<file path="src/rtl/card_shoe_datapath.sv">
// Baccarat card shoe datapath: six held slots, registered hand scores and a shoe counter.
// Define CARD_LFSR_EN to draw ranks from an internal 8-bit LFSR instead of card_in.
module card_shoe_datapath (
  input  logic       slow_clock,
  input  logic       resetb,
  input  logic       load_pcard1,
  input  logic       load_pcard2,
  input  logic       load_pcard3,
  input  logic       load_dcard1,
  input  logic       load_dcard2,
  input  logic       load_dcard3,
  input  logic       new_hand,
  input  logic [3:0] card_in,
  output logic [3:0] pcard1,
  output logic [3:0] pcard2,
  output logic [3:0] pcard3,
  output logic [3:0] dcard1,
  output logic [3:0] dcard2,
  output logic [3:0] dcard3,
  output logic [3:0] pscore,
  output logic [3:0] dscore,
  output logic [5:0] cards_dealt,
  output logic       shoe_empty,
  output logic       load_err
);

  logic [5:0]      stb;
  logic [5:0][3:0] slot_q;
  logic [5:0][3:0] slot_d;
  logic [5:0]      free;
  logic [3:0]      rank;
  logic            one_hot;
  logic            rank_ok;
  logic            accept;
  logic            err_set;
  logic [4:0]      psum;
  logic [4:0]      dsum;

  assign stb = {load_dcard3, load_dcard2, load_dcard1,
                load_pcard3, load_pcard2, load_pcard1};

`ifdef CARD_LFSR_EN
  logic [7:0] lfsr;
  logic [7:0] lfsr_mod;
  logic       unused_card;

  assign unused_card = ^card_in;

  always_ff @(posedge slow_clock or negedge resetb) begin
    if (!resetb) begin
      lfsr <= 8'hA5;
    end else begin
      lfsr <= {lfsr[6:0], lfsr[7] ^ lfsr[5] ^ lfsr[4] ^ lfsr[3]};
    end
  end

  assign lfsr_mod = lfsr % 8'd13;
  assign rank     = lfsr_mod[3:0] + 4'd1;
`else
  assign rank = card_in;
`endif

  function automatic logic [4:0] cval(input logic [3:0] r);
    cval = (r <= 4'd9) ? {1'b0, r} : 5'd0;
  endfunction

  function automatic logic [3:0] mod10(input logic [4:0] s);
    logic [4:0] m;
    if (s >= 5'd20)      m = s - 5'd20;
    else if (s >= 5'd10) m = s - 5'd10;
    else                 m = s;
    mod10 = m[3:0];
  endfunction

  always_comb begin
    for (int i = 0; i < 6; i++) begin
      free[i] = (slot_q[i] == 4'd0);
    end
  end

  assign one_hot = (stb != 6'd0) && ((stb & (stb - 6'd1)) == 6'd0);
  assign rank_ok = (rank >= 4'd1) && (rank <= 4'd13);
  assign accept  = one_hot && (|(stb & free)) && !shoe_empty
                   && rank_ok && !new_hand;
  assign err_set = (|stb) && !accept && !new_hand;

  always_comb begin
    slot_d = slot_q;
    if (new_hand) begin
      slot_d = '0;
    end else if (accept) begin
      for (int i = 0; i < 6; i++) begin
        if (stb[i]) slot_d[i] = rank;
      end
    end
  end

  // Scores come from the next-state slots so they land on the write edge.
  assign psum = cval(slot_d[0]) + cval(slot_d[1]) + cval(slot_d[2]);
  assign dsum = cval(slot_d[3]) + cval(slot_d[4]) + cval(slot_d[5]);

  always_ff @(posedge slow_clock or negedge resetb) begin
    if (!resetb) begin
      slot_q      <= '0;
      pscore      <= 4'd0;
      dscore      <= 4'd0;
      cards_dealt <= 6'd0;
      load_err    <= 1'b0;
    end else begin
      slot_q <= slot_d;
      pscore <= mod10(psum);
      dscore <= mod10(dsum);
      if (accept)  cards_dealt <= cards_dealt + 6'd1;
      if (err_set) load_err    <= 1'b1;
    end
  end

  assign shoe_empty = (cards_dealt == 6'd52);

  assign pcard1 = slot_q[0];
  assign pcard2 = slot_q[1];
  assign pcard3 = slot_q[2];
  assign dcard1 = slot_q[3];
  assign dcard2 = slot_q[4];
  assign dcard3 = slot_q[5];

endmodule

</file>
<file path="config.mk">
export PLATFORM = sky130hd
export DESIGN_NAME = card_shoe_datapath
export DESIGN_NICKNAME = d
export VERILOG_FILES = /design/src/rtl/card_shoe_datapath.sv
export SDC_FILE = /design/constraint.sdc
export NUM_CORES = 1
export LEC_CHECK = 0
export CAP_MARGIN = 40
export CORE_MARGIN = 2
export CORE_UTILIZATION = 35
export CTS_BUF_LIST = sky130_fd_sc_hd__clkbuf_16
export DETAILED_ROUTE_END_ITERATION = 16
export GPL_TIMING_DRIVEN = 0
export MAX_ROUTING_LAYER = met4
export PLACE_DENSITY = 0.67
export SLEW_MARGIN = 20
export SYNTH_ARGS = -nofsm -noshare
export SYNTH_HDL_FRONTEND = slang
export SYNTH_SLANG_ARGS = --single-unit
export TNS_END_PERCENT = 100
</file>
<file path="constraint.sdc">
create_clock -name slow_clock -period 8.06 [get_ports slow_clock]
set_clock_uncertainty 0.1 [all_clocks]
set_input_delay 2.015 -clock slow_clock [delete_from_list [all_inputs] [get_ports slow_clock]]
set_output_delay 2.015 -clock slow_clock [all_outputs]
set_load 0.03 [all_outputs]
</file>
==> flow_metrics.py <==
metrics = {
    "sta": {
        "grt_setup_unrepaired": "no",
        "hold_viol_final": 0,
        "setup_viol": 0,
        "holdWs_ns": 0.388,
        "worst_slew_pin_slew_ns": 0.600,
        "min_period_ns": 6.46,
        "finalSetupTns_ns": 0,
        "period_share_pct": 80.2,
        "slew_headroom_pct": 60.0,
        "maxSlewViolCount": 0,
        "fmax_mhz": 155,
        "setup_slack_ns": 1.60,
    },
    "global_route": {
        "grt_pass1_vias": 2248,
        "grt_max_degree": 22,
        "grt_usage_pct": 17.7,
        "antenna_found_initial": 0,
        "grt-ovfl-total": 0,
        "grt_pass1_wl_mm": 11.2,
    },
    "routing": {
        "routedWlPerCell_um": 15.5,
        "first_pass_iters": 4,
        "routed_wl_mm": 6.62,
        "viasPerCell": 5.16,
        "final_antenna_net_count": 0,
        "drt_iter0_markers": 141,
        "remaining_drc_errors": 0,
        "vias": 2209,
    },
    "clocking": {
        "cts-root-buf": "clkbuf_16",
        "cts_tree": "done",
        "ctsHoldBuffers": 0,
        "cts_resized": 0,
        "clock-sinks": 39,
        "htreeDepth": 2,
        "cts_buffers": 5,
        "post-cts-setup-buffer-count": 0,
        "clockBufferDepth": 2,
        "cts.clk_slew.worst_paths_ns": 0.06,
        "clk_latency_ns": 0.29,
    },
    "finish": {
        "diodes": 0,
        "final_util_pct": 46.3,
        "fillers": 682,
        "syn_to_final_growth_pct": 27.1,
        "final_layout_size_suffix_gt1_share_pct": 14.3,
        "final_cells": 428,
        "nets": 365,
    },
    "synth": {
        "yosys.area.top_type": "dfrtp_1",
        "syn_inst": 276,
        "synth_edf_count": 0,
        "async_flop_share_pct": 100,
        "synth_top_area_share_pct": 36.5,
        "synth_ff_type": "dfrtp_1",
        "ys_types": 48,
        "synth.avg_cell_area_um2": 9.68,
        "netlist_top_cells_area": "dfrtp_1, fa_1, ha_1, nand2_1, a31o_2",
        "ys_ff_latch": 39,
        "netlist_area_um2": 2670,
        "postSynthNetCount": 313,
        "ys_seq_area_share_pct": 36.5,
        "ys_warn_count": 0,
    },
    "setup_path": {
        "cp_max_fo": 10,
        "end_kind": "register",
        "r2r_slack_ns": 3.23,
        "cp.arrival_ns": 6.53,
        "cp.required_ns": 8.12,
        "critical_path_class": "in2reg",
        "crit_path_start_kind": "primary input",
    },
    "placement": {
        "hpwlAfterDp_mm": 5.09,
        "port_buffers": 44,
        "gp_congestion": 0.895,
        "dp_cells": 420,
        "dp_slack_ns": 1.30,
    },
    "min_path": {
        "hp-class": "reg2reg",
    },
    "floorplan": {
        "std_cell_rows": 31,
        "ios": 53,
        "start_util_pct": 36.5,
        "fp.dieW_um": 91.4,
        "die_h_um": 91.4,
        "dieArea_um2": 8350,
        "core_um2": 7330,
    },
    "pwr": {
        "power_leakage_nw": 1.55,
        "peakVddDrop_mv": 0.0704,
        "pwr_density_cell_nw_per_um2": 165,
    },
    "run": {
        "max_cap_violations": 0,
    },
    "outcome": {
        "status": "finished clean",
    },
}
[through the flow]
step / total power (W) / area [um2]
finish: 0.000562 / 3400
global route: 0.000595 / 3400
CTS: 0.000567 / 3400
detailed placement: 0.000378 / 3260
global placement: 0.000373 / 3240
floorplan: 0.000319 / 2670
[Yosys cell counts (all sizes together) (2+ instances only)]
library cell  number
a211oi             2
dfrtp             39
nor4               2
fa                10
xor2               4
a32o               7
or2                2
nand4              4
xnor2              8
a21oi             12
nor2b              5
nor3               4
inv               19
a31o              10
a22oi              4
nand2b            11
and3               2
nand3             19
nor2              24
a21o               3
nand2             33
o21ai              9
o31a               2
buf               11
ha                14
clkbuf             3
[where the power goes]
part	internal, W	switching (W)	total [W]
logic	0.0000592	0.0000858	0.000145
registers	0.000212	0.0000170	0.000229
clock network	0.000111	0.0000765	0.000188
total	0.000382	0.000179	0.000562
[path summary, 6_finish.rpt]
kind	startpoint	end	cells after the start
max	card_in[3]	pscore[2]$_DFF_PN0_	19
min	load_err$_DFFE_PN0P_	load_err$_DFFE_PN0P_	1
max reg2reg	cards_dealt[0]$_DFFE_PN0N_	pscore[2]$_DFF_PN0_	21
min reg2reg	load_err$_DFFE_PN0P_	load_err$_DFFE_PN0P_	1
max in group asynchronous	resetb	dscore[1]$_DFF_PN0_	2
min in group asynchronous	resetb	pscore[3]$_DFF_PN0_	1
[cells by family after synthesis]
kind of cell,count (synthesis),share of synthesized area (%)
AND/OR/NAND/NOR,110,21.5
flip-flops,39,36.5
XOR/XNOR,12,3.93
buffers and inverters,34,7.40
adder cells (fa/ha/maj),25,14.5
AO/OA/AOI/OAI,55,15.8
multiplexers,1,0.375
[flip-flops by register name (all words and copies together) (netlist names)]
signal	cells
dcard2	4
pcard1	4
dcard1	4
pcard3	4
cards_dealt	6
dcard3	4
pscore	4
dscore	4
load_err	1
pcard2	4
[worst max-delay path: stages]
cell and delay [ns]:
clkdlybuf4s50_1 0.67, nor3_1 0.14, nor4_2 0.25, o21ai_2 0.14, nor3_4 0.35, buf_6 0.22, buf_12 0.15, nand3_2 0.10
a21oi_2 0.19, fa_1 0.44, ha_1 0.24, fa_1 0.38, xor2_1 0.32, inv_1 0.08, ha_1 0.19, a211oi_1 0.25
nor2_1 0.11, a211oi_1 0.23, a31oi_1 0.06
[routing by layer]
metal,part of all wire [%],GRT usage (%),vias up,wire length [um]
li1,-,-,1063,-
met1,45,22.5,1080,3000
met2,49,28.7,59,3240
met3,4.3,2.16,7,286
met4,1.5,7.20,0,96
met5,0,-,-,0
[cell usage in the layout (no fill, tap or decap), drive strengths merged, types with 2 or more instances in the layout]
master,instances
clkinv,3
o21ai,9
nand2,33
xnor2,8
nor4,2
nor2b,5
dfrtp,39
nand3,19
or2,2
xor2,4
a31o,10
clkdlybuf4s50,43
fa,10
a32o,7
and3,2
ha,14
inv,20
a21oi,12
a22oi,4
clkbuf,8
nand4,4
buf,13
a211oi,2
nor3,4
o31a,2
nor2,24
nand2b,11
a21o,3
[final cells by class]
cell class | count | area [um2] | share of cell area, %
buffer | 14 | 123 | 3.61
clock buffer | 5 | 125 | 3.68
clock inverter | 3 | 11.3 | 0.332
inverter | 20 | 75.1 | 2.21
multi-input combinational | 203 | 1500 | 44.1
sequential | 39 | 976 | 28.7
tap | 99 | 124 | 3.65
timing repair buffer | 45 | 463 | 13.6
Note: power is estimated with default switching activity, not from simulation.
==> RTL change (same settings) <==
Build with the macro `CARD_LFSR_EN` defined.
--- a/src/rtl/card_shoe_datapath.sv
+++ b/src/rtl/card_shoe_datapath.sv
@@ -1,5 +1,7 @@
 // Baccarat card shoe datapath: six held slots, registered hand scores and a shoe counter.
 // Define CARD_LFSR_EN to draw ranks from an internal 8-bit LFSR instead of card_in.
+`define CARD_LFSR_EN
+
 module card_shoe_datapath (
   input  logic       slow_clock,
   input  logic       resetb,
Function: changed (a bounded check fails within 4 cycles, from zero or initial values and one cycle with resetb low).
==> RTL change against the unedited design <==
- register-to-register slack worse by 2.7 ns
- wire length increased by 88%
- worst setup slack got worse by 1.1 ns
- final area grew 53%
- sequential share of layout area down 6.1 points
- total power up 1.7%
- count of clock-buffer cells in the layout unchanged
- synthesized area increased by 61%
- first-iteration DRC count up 89%
- sequential cell count increased by 8
- via count grew 88%
- clock power up 9%
- largest cell class unchanged
- largest power group unchanged
- highest routed layer unchanged
==> RTL change: results (changes against the unedited design) <==
Outcome
  • Outcome: complete, no violations

Clocking
  • TritonCTS buffer count: 5 (unchanged)
  • CTS Buffer Depth: 2 (unchanged)
  • Worst-path clk slew: around 0.070 ns
  • Clk_lat worst skew: roughly 0.30 ns
  • H-tree Lvls: 2 (unchanged)
  • Root Driver: clkbuf_16

Finish
  • ANT cells: 0 (unchanged)
  • FILL cells: 1194 (+75%)
  • Largest regs: lfsr: 8 flops, cards_dealt: 6 flops
  • Layout cell share with drive strength beyond 1: 13.8% (-0.51 points)
  • Nets: 598 (+64%)
  • Final Non-Filler Cells: 706 (+65%)

Place
  • Pre-CTS WS: -0.0925 ns (-1.39 ns)
  • Port Buffers: 44 (unchanged)
  • Cells after DPL: 695 (+65%)
  • Area post-placement: 4950 sq um (+52%)
  • Dpl hpwl: 9480 microns (+86%)
  • Gpl congestion: 0.881 (-1.6%)

Route
  • DR pass1 iterations: 5 (+1)
  • Drt wl/cell: 17.7 microns (+14%)
  • Initial detailed-routing violation count: 266 (+89%)
  • Vias per std cell: 5.90 (+14%)

Worst setup path
  • Worst EP arrival: 7.67 ns (+1.14 ns)
  • Logic depth of the worst register-to-register path: 30 (+43%)
  • R2r endpoint: pscore[1]
  • Crit-path max FO: 10 (unchanged)
  • Crit Reg-Reg Startpoint: lfsr[5]
  • R2R setup slack: 0.51 ns (-2.72 ns)

Yosys
  • Avg Inst Size Synth: 8.59 sq um (-11%)
  • Top cells by area, synth: dfrtp_1, ha_1, fa_1
  • Asr flop ratio synth: 100% (unchanged)
  • Post-Syn Nets: 541 (+73%)
  • Sequential element share of the synthesized area: 27.4% (-9.1 points)
  • Netlist cell types: 81 (+69%)
  • List of most frequent post-synthesis cells: nor2_1, dfrtp_1, nand2_1
  • Synth warnings: 0 (unchanged)

Hold path
  • Worst Hold Class: register to register
  • Hold path start: lfsr[4]
  • Hold Path Depth: 0 (-1)
  • Hold path endpoint: lfsr[5]

GRT
  • First-pass GRT wire length: 20200 microns (+80%)
  • Total gr overflow: 0 (unchanged)
  • Vias in the first global route: 4012 (+78%)
  • Largest net degree at the start of global routing: 28 (+27%)
  • Antenna violations before repair: 0 (unchanged)
  • Tot GR Track Use: 19.5% (+1.8 points)

Pwr
  • Leakage: 2.12 nW (+37%)
  • Peak supply drop: 95.8 uV (+36%)

STA
  • Relative slew slack: 49.4% (-11 points)
RTL change: timing repair:
| item | 4_1_cts | 5_1_grt |
|---|---|---|
| gates resized for setup | 0 | 25 |
| setup buffers | 0 | 2 |
| setup endpoints to repair | 0 | 6 |
RTL change: cell type report:
| class | count | area, sq um | share of cell area, % |
|---|---|---|---|
| clock inverters | 3 | 16.3 | 0.312 |
| well taps | 147 | 184 | 3.53 |
| inverters | 28 | 105 | 2.02 |
| plain buffers | 35 | 190 | 3.65 |
| flip-flops and latches | 47 | 1180 | 22.7 |
| multi-input cells | 391 | 2930 | 56.1 |
| repair buffers | 50 | 484 | 9.29 |
| clock buffers | 5 | 125 | 2.40 |
RTL change: how the worst max path moves through the flow:
stage,startpoint,slack [ns],cells after the start,endpoint
final,load_pcard1,0.46,22,dscore[2]
after detailed placement,load_pcard1,-0.09,22,dscore[2]
after floorplan,load_pcard3,0.84,23,dscore[2]
after CTS,lfsr[7],0.03,29,pscore[2]
after global routing,lfsr[5],0.001,31,pscore[2]
after global placement,load_pcard1,-0.25,22,dscore[2]
RTL change: cells by family (layout without fill, tap and decap cells):
family | after synthesis | in the layout | share of synthesized area [%]
buffers and inverters | 63 | 121 | 6.69
muxes | 6 | 6 | 1.80
xor gates and xnor gates | 25 | 25 | 5.61
adders and majority gates | 27 | 27 | 9.60
DFF | 47 | 47 | 27.4
and+or+nand+nor | 192 | 192 | 24.3
AOI/OAI and AO/OA | 141 | 141 | 24.6
RTL change: layer usage:
layer	global-route usage [%]	part of all wire [%]	vias up
li1	-	-	1959
met1	24.0	42	2019
met2	32.6	51	160
met3	2.53	5.0	24
met4	7.63	2.1	0
met5	-	0	-
RTL change: stage by stage:
| step | hold WS, ns | TNS (ns) |
|---|---|---|
| finish | 0.272 | 0 |
| global route | 0.282 | 0 |
| CTS | 0.274 | 0 |
| detailed placement | 0.259 | -0.136 |
| global placement | 0.256 | -0.536 |
| floorplan | 0.249 | 0 |
RTL change: report_power, final:
part / leakage [nW] / internal [mW] / switching, mW
Combinational: 1.43 / 0.0397 / 0.0631
Sequential: 0.628 / 0.248 / 0.0149
Clock: 0.0710 / 0.113 / 0.0914
RTL change: critical path, stage by stage:
cell             delay, ns
clkdlybuf4s50_1       0.63
inv_1                 0.14
nor4b_1               0.36
a211oi_1              0.10
nor4_2                0.46
and2_1                0.19
clkbuf_1              0.32
clkbuf_2              0.34
nand2_1               0.08
nor4_1                0.42
a311oi_1              0.18
o21a_1                0.26
fa_1                  0.42
ha_1                  0.23
fa_1                  0.42
xor2_2                0.27
inv_1                 0.07
ha_1                  0.19
a211oi_2              0.19
nor2_1                0.09
a211oi_1              0.23
a31oi_1               0.06
